<file path="src/rtl/regfile_pkg.sv">
// Shared types and constants for the tagged register file.
// The per-register entry struct is sized by the core's XLEN/TAG_W below.
package regfile_pkg;

    localparam int REG_XLEN  = 32;
    localparam int REG_TAG_W = 4;

    localparam logic [REG_XLEN-1:0]  ZERO_WORD = '0;
    localparam logic [REG_TAG_W-1:0] ZERO_TAG  = '0;

    typedef struct packed {
        logic [REG_XLEN-1:0]  data;
        logic                 busy;
        logic [REG_TAG_W-1:0] tag;
    } reg_entry_t;

    function automatic int clog2(input int n);
        int r;
        r = 0;
        while ((1 << r) < n) r++;
        return r;
    endfunction

endpackage

</file>
<file path="src/rtl/regfile_tagged_if.sv">
// Issue/commit/flush/read bundle between the issue and commit stages and the register file.
// No handshake: each enable is a one-cycle pulse, accepted whenever rdy_in is high.
interface regfile_tagged_if
    import regfile_pkg::*;
#(
    parameter int XLEN  = REG_XLEN,
    parameter int NREG  = 32,
    parameter int TAG_W = REG_TAG_W,
    parameter int NRD   = 2
);
    localparam int AW = clog2(NREG);

    logic                  rdy_in;
    logic                  issue_en;
    logic [AW-1:0]         issue_rd;
    logic [TAG_W-1:0]      issue_tag;
    logic                  commit_en;
    logic [AW-1:0]         commit_rd;
    logic [TAG_W-1:0]      commit_tag;
    logic [XLEN-1:0]       commit_data;
    logic                  flush;
    logic [NRD*AW-1:0]     raddr;
    logic [NRD*XLEN-1:0]   rdata;
    logic [NRD-1:0]        rbusy;
    logic [NRD*TAG_W-1:0]  rtag;
    logic [AW:0]           busy_cnt;

    modport master (
        output rdy_in, issue_en, issue_rd, issue_tag,
        output commit_en, commit_rd, commit_tag, commit_data, flush, raddr,
        input  rdata, rbusy, rtag, busy_cnt
    );

    modport slave (
        input  rdy_in, issue_en, issue_rd, issue_tag,
        input  commit_en, commit_rd, commit_tag, commit_data, flush, raddr,
        output rdata, rbusy, rtag, busy_cnt
    );

endinterface

</file>
<file path="src/rtl/regfile_read_port.sv">
// One combinational read port: entry mux, x0 and reset forcing, and the optional
// commit-to-read forward enabled by REGFILE_BYPASS_EN.
module regfile_read_port
    import regfile_pkg::*;
#(
    parameter int NREG = 32,
    parameter int AW   = 5
) (
    input  logic                  rst,
    input  logic [AW-1:0]         raddr,
    input  reg_entry_t            regs [NREG],
    input  logic                  commit_fire,
    input  logic [AW-1:0]         commit_rd,
    input  logic [REG_TAG_W-1:0]  commit_tag,
    input  logic [REG_XLEN-1:0]   commit_data,
    output logic [REG_XLEN-1:0]   rdata,
    output logic                  rbusy,
    output logic [REG_TAG_W-1:0]  rtag
);

    reg_entry_t sel;

    always_comb begin
        rdata = ZERO_WORD;
        rbusy = 1'b0;
        rtag  = ZERO_TAG;
        sel   = regs[raddr];
        if (!rst && raddr != '0) begin
            rdata = sel.data;
            rbusy = sel.busy;
            rtag  = sel.tag;
`ifdef REGFILE_BYPASS_EN
            // Retiring value wins; busy survives only if a younger producer owns the register.
            if (commit_fire && commit_rd == raddr) begin
                rdata = commit_data;
                rbusy = sel.busy && (sel.tag != commit_tag);
            end
`endif
        end
    end

`ifndef REGFILE_BYPASS_EN
    logic unused_bypass;
    assign unused_bypass = ^{commit_fire, commit_rd, commit_tag, commit_data};
`endif

endmodule

</file>
<file path="src/rtl/regfile_tagged.sv">
// Architectural register file with per-register busy bit and producer tag for renaming.
// Define REGFILE_BYPASS_EN to forward a same-cycle commit onto the read ports.
module regfile_tagged
    import regfile_pkg::*;
#(
    parameter int XLEN  = REG_XLEN,
    parameter int NREG  = 32,
    parameter int TAG_W = REG_TAG_W,
    parameter int NRD   = 2
) (
    input logic             clk_in,
    input logic             rst,
    regfile_tagged_if.slave bus
);

    localparam int AW = clog2(NREG);

    reg_entry_t       regs_q [NREG];
    reg_entry_t       regs_n [NREG];
    logic [AW:0]      cnt_q;
    logic [AW:0]      cnt_n;

    // Commit checks the pre-issue tag; issue then overrides busy/tag, flush drops both.
    always_comb begin
        for (int i = 0; i < NREG; i++) begin
            regs_n[i] = regs_q[i];
            if (i != 0) begin
                if (bus.commit_en && bus.commit_rd == AW'(i)) begin
                    regs_n[i].data = bus.commit_data;
                    if (regs_q[i].busy && regs_q[i].tag == bus.commit_tag)
                        regs_n[i].busy = 1'b0;
                end
                if (bus.flush) begin
                    regs_n[i].busy = 1'b0;
                end else if (bus.issue_en && bus.issue_rd == AW'(i)) begin
                    regs_n[i].busy = 1'b1;
                    regs_n[i].tag  = bus.issue_tag;
                end
            end else begin
                regs_n[i] = '0;
            end
        end
    end

    always_comb begin
        cnt_n = '0;
        for (int i = 0; i < NREG; i++)
            cnt_n = cnt_n + (AW+1)'(regs_n[i].busy);
    end

    always_ff @(posedge clk_in) begin
        if (rst) begin
            for (int i = 0; i < NREG; i++)
                regs_q[i] <= '0;
            cnt_q <= '0;
        end else if (bus.rdy_in) begin
            for (int i = 0; i < NREG; i++)
                regs_q[i] <= regs_n[i];
            cnt_q <= cnt_n;
        end
    end

    assign bus.busy_cnt = cnt_q;

    for (genvar p = 0; p < NRD; p++) begin : g_rd
        regfile_read_port #(
            .NREG (NREG),
            .AW   (AW)
        ) u_port (
            .rst         (rst),
            .raddr       (bus.raddr[p*AW +: AW]),
            .regs        (regs_q),
            .commit_fire (bus.commit_en && bus.rdy_in),
            .commit_rd   (bus.commit_rd),
            .commit_tag  (bus.commit_tag),
            .commit_data (bus.commit_data),
            .rdata       (bus.rdata[p*XLEN +: XLEN]),
            .rbusy       (bus.rbusy[p]),
            .rtag        (bus.rtag[p*TAG_W +: TAG_W])
        );
    end

endmodule

</file>
<file path="src/flat_wrapper.sv">
// flat-port wrapper written by rule: the top's interface ports become plain ports
module regfile_tagged_flat import regfile_pkg::*;
#(
    parameter int XLEN  = REG_XLEN,
    parameter int NREG  = 32,
    parameter int TAG_W = REG_TAG_W,
    parameter int NRD   = 2
)
  (clk_in, rst, bus_rdy_in, bus_issue_en, bus_issue_rd, bus_issue_tag, bus_commit_en, bus_commit_rd, bus_commit_tag, bus_commit_data, bus_flush, bus_raddr, bus_rdata, bus_rbusy, bus_rtag, bus_busy_cnt);
  regfile_tagged_if #(.XLEN(XLEN), .NREG(NREG), .TAG_W(TAG_W), .NRD(NRD)) bus_i ();
  input logic clk_in;
  input logic rst;
  input wire logic [$bits(bus_i.rdy_in)-1:0] bus_rdy_in;
  input wire logic [$bits(bus_i.issue_en)-1:0] bus_issue_en;
  input wire logic [$bits(bus_i.issue_rd)-1:0] bus_issue_rd;
  input wire logic [$bits(bus_i.issue_tag)-1:0] bus_issue_tag;
  input wire logic [$bits(bus_i.commit_en)-1:0] bus_commit_en;
  input wire logic [$bits(bus_i.commit_rd)-1:0] bus_commit_rd;
  input wire logic [$bits(bus_i.commit_tag)-1:0] bus_commit_tag;
  input wire logic [$bits(bus_i.commit_data)-1:0] bus_commit_data;
  input wire logic [$bits(bus_i.flush)-1:0] bus_flush;
  input wire logic [$bits(bus_i.raddr)-1:0] bus_raddr;
  output wire logic [$bits(bus_i.rdata)-1:0] bus_rdata;
  output wire logic [$bits(bus_i.rbusy)-1:0] bus_rbusy;
  output wire logic [$bits(bus_i.rtag)-1:0] bus_rtag;
  output wire logic [$bits(bus_i.busy_cnt)-1:0] bus_busy_cnt;
  assign bus_i.rdy_in = bus_rdy_in;
  assign bus_i.issue_en = bus_issue_en;
  assign bus_i.issue_rd = bus_issue_rd;
  assign bus_i.issue_tag = bus_issue_tag;
  assign bus_i.commit_en = bus_commit_en;
  assign bus_i.commit_rd = bus_commit_rd;
  assign bus_i.commit_tag = bus_commit_tag;
  assign bus_i.commit_data = bus_commit_data;
  assign bus_i.flush = bus_flush;
  assign bus_i.raddr = bus_raddr;
  assign bus_rdata = bus_i.rdata;
  assign bus_rbusy = bus_i.rbusy;
  assign bus_rtag = bus_i.rtag;
  assign bus_busy_cnt = bus_i.busy_cnt;
  regfile_tagged #(.XLEN(XLEN), .NREG(NREG), .TAG_W(TAG_W), .NRD(NRD)) u_core (.clk_in(clk_in), .rst(rst), .bus(bus_i));
endmodule
</file>
<file path="config.mk">
export PLATFORM = sky130hd
export DESIGN_NAME = regfile_tagged_flat
export DESIGN_NICKNAME = d
export VERILOG_FILES = /design/src/rtl/regfile_pkg.sv /design/src/rtl/regfile_tagged_if.sv /design/src/rtl/regfile_read_port.sv /design/src/rtl/regfile_tagged.sv /design/src/flat_wrapper.sv
export SDC_FILE = /design/constraint.sdc
export NUM_CORES = 2
export LEC_CHECK = 0
export BUFFER_PORTS_ARGS = -buffer_cell sky130_fd_sc_hd__buf_2
export CORE_UTILIZATION = 45
export DETAILED_ROUTE_END_ITERATION = 6
export GPL_ROUTABILITY_DRIVEN = 0
export HOLD_SLACK_MARGIN = 0.03
export PLACE_DENSITY = 0.63
export SYNTH_ARGS = -nofsm -noshare
export SYNTH_HDL_FRONTEND = slang
export SYNTH_HIERARCHICAL = 1
export SYNTH_SLANG_ARGS = --single-unit
</file>
<file path="constraint.sdc">
create_clock -name clk_in -period 7.35 [get_ports clk_in]
set_clock_uncertainty 0.15 [all_clocks]
set_input_delay 0.3675 -clock clk_in [delete_from_list [all_inputs] [get_ports clk_in]]
set_output_delay 0.3675 -clock clk_in [all_outputs]
set_load 0.02 [all_outputs]
</file>
==> impl_metrics.csv <==
group,metric,value,unit
sta,timing_worst_slew_pin_value,1210,ps
place,placed_wire_length_estimate_after_detailed_placement,152,mm
sta,tns,0,ps
grt,globalRoute.totalOverflow,0,
layout,synthToLayoutAreaGrowth,10.2,%
setup_path,critical_path_arrival,6580,ps
synth,synth_warnings,6,
grt,largest_net_degree_at_the_start_of_global_routing,207,
routing,drt-vias-per-instance,6.53,
sta,fmax,165,MHz
setup_path,timing.critical_path.to_type,"flip-flop",
setup_path,setup.worst_path.class,"flip-flop to flip-flop",
sta,rsz_0062_raised_after_global_routing,"no",
setup_path,startpoint_type,"flip-flop",
grt,grt_usage,0.360,
floorplanning,core_region_area,138000,um2
cts,clk_pin_slew_worst_paths,60,ps
floorplanning,top_level_ports,146,
sta,slew_violations,0,
cts,clock_path_buffers,3,
place,dpl-instance-area,64000,um2
synth,cells_after_synthesis,7502,
grt,first_pass_grt_wire_length,378,mm
cts,clk_root_buf,"clkbuf_16",
routing,detail_route.first_pass.iterations,7,
sta,fin_crit_sh,0.825,
pwr,peakVddDrop,185,uV
routing,aggregate_routed_wire_length,262,mm
routing,postRouteAntennaNets,0,
sta,max-slew-margin-rel,0.192,
layout,final_design_area_no_fill,69100,um2
floorplanning,std_cell_rows,136,
cts,cts_max_level,4,
cts,postCtsSetupRepairBufs,0,
sta,worst_hold_slack,99.5,ps
floorplanning,die_area,141000,um2
cts,num_cts_buffers,135,
floorplanning,die_height,375,um
layout,final_nets,7388,
place,placement.setup.worst_slack,908,ps
sta,layout_setup_ws,1280,ps
routing,detailedRoute.firstIterationViolations,9080,
sta,finalSetupViolations,0,
setup_path,timing.critical_path.fanout_max,4,
flow_run,max_cap_violations,0,
routing,drt-wirelength-per-cell,28.5,um
floorplanning,floorplan.die.width,375,um
sta,timing.final.crit_period,6070,ps
sta,final-hold-violation-count,0,
pwr,power_density,215,nW/um2
floorplanning,start_util,0.455,
layout,share_of_post_route_cells_with_drive_strength_above_1,0.125,
layout,final_common_cell,"nand2_1",
status,failed_checks,"DRC",
synth,combined_area_of_all_synthesized_cells,62700,um2
worst_hold_path,hold_path_class,"primary input to flip-flop",
setup_path,worst-endpoint-required,7860,ps
status,outcome,"complete, but fails checks",
routing,route.vias.total,60000,
pwr,leak,23.9,nW
layout,mostFrequentLayoutCells,"nand2_1 (2199), a21oi_1 (1239), dfxtp_1 (1153)",
place,port_buffers,145,
cts,numClockSinks,1153,
routing,drc_errors_left,2,
cts,clock_tree_from_tritoncts,"done",
layout,utilization,0.502,
grt,grt_antenna_before_repair,17,
cts,clk_latency,800,ps
grt,number_of_global_route_vias_before_repair,55500,
synth,syn_avg_cell_area,8.36,um2
-- sequential cells by signal, summed over array words and instances, names as in the netlist --
name                 cells
u_core/bus.busy_cnt      6
u_core/regs_q         1147
-- through the flow --
stage	power [mW]	std cells
finish	14.9	9196
detailed placement	7.68	8911
floorplan	7.27	7575
global placement	7.68	8911
CTS	14.8	9189
global route	15.2	9189
-- what timing repair did --
action                     CTS  global route
hold endpoints to repair  1008             0
resized for setup            0             0
hold buffers                38             0
-- final cells by class --
cell class	instances	area, um2
Antenna cell	7	17.5
Clock buffer	185	3860
Sequential cell	1153	23100
Multi-Input combinational cell	5633	36500
Tap cell	1794	2240
Fill cell	12900	68700
Clock inverter	55	863
Timing Repair Buffer	335	2400
Inverter	34	128
-- worst max-delay path, cell delays in order (launching register included) --
cell and delay [ps]:
dfxtp_1 350, xor2_1 170, nor4_1 540, nand3_1 230, a32oi_1 330, fa_1 480
fa_1 530, fa_1 440, fa_1 470, fa_1 490, inv_1 50, fa_1 490
fa_1 190, inv_1 60, fa_1 420, nor2b_1 190, nor3_1 100, a21oi_1 190
nor2_1 50
-- power by group --
part           total (mW)  internal [mW]  switching, mW
Clock                7.24           4.30           2.94
Combinational        1.32          0.377          0.947
Sequential           6.29           6.27         0.0197
-- routing by layer --
metal / up-vias / wire length, um / share of wire / global-route usage
met5: - / 80 / 0.00030 / 0
met4: 12 / 15400 / 0.059 / 0.192
met3: 971 / 34700 / 0.13 / 0.104
met2: 4351 / 112000 / 0.43 / 0.533
met1: 29000 / 100000 / 0.38 / 0.474
li1: 25700 / - / - / -
-- path summary, 6_finish.rpt --
kind                      start                endpoint  slack [ps]  cells past startpoint
max          u_core/regs_q[111]  u_core/bus.busy_cnt[2]        1280                     18
min            bus_issue_tag[3]      u_core/regs_q[595]         100                      3
max reg2reg  u_core/regs_q[111]  u_core/bus.busy_cnt[2]        1280                     18
min reg2reg  u_core/regs_q[801]      u_core/regs_q[801]         320                      2
Power figures use the tool's default switching activity.
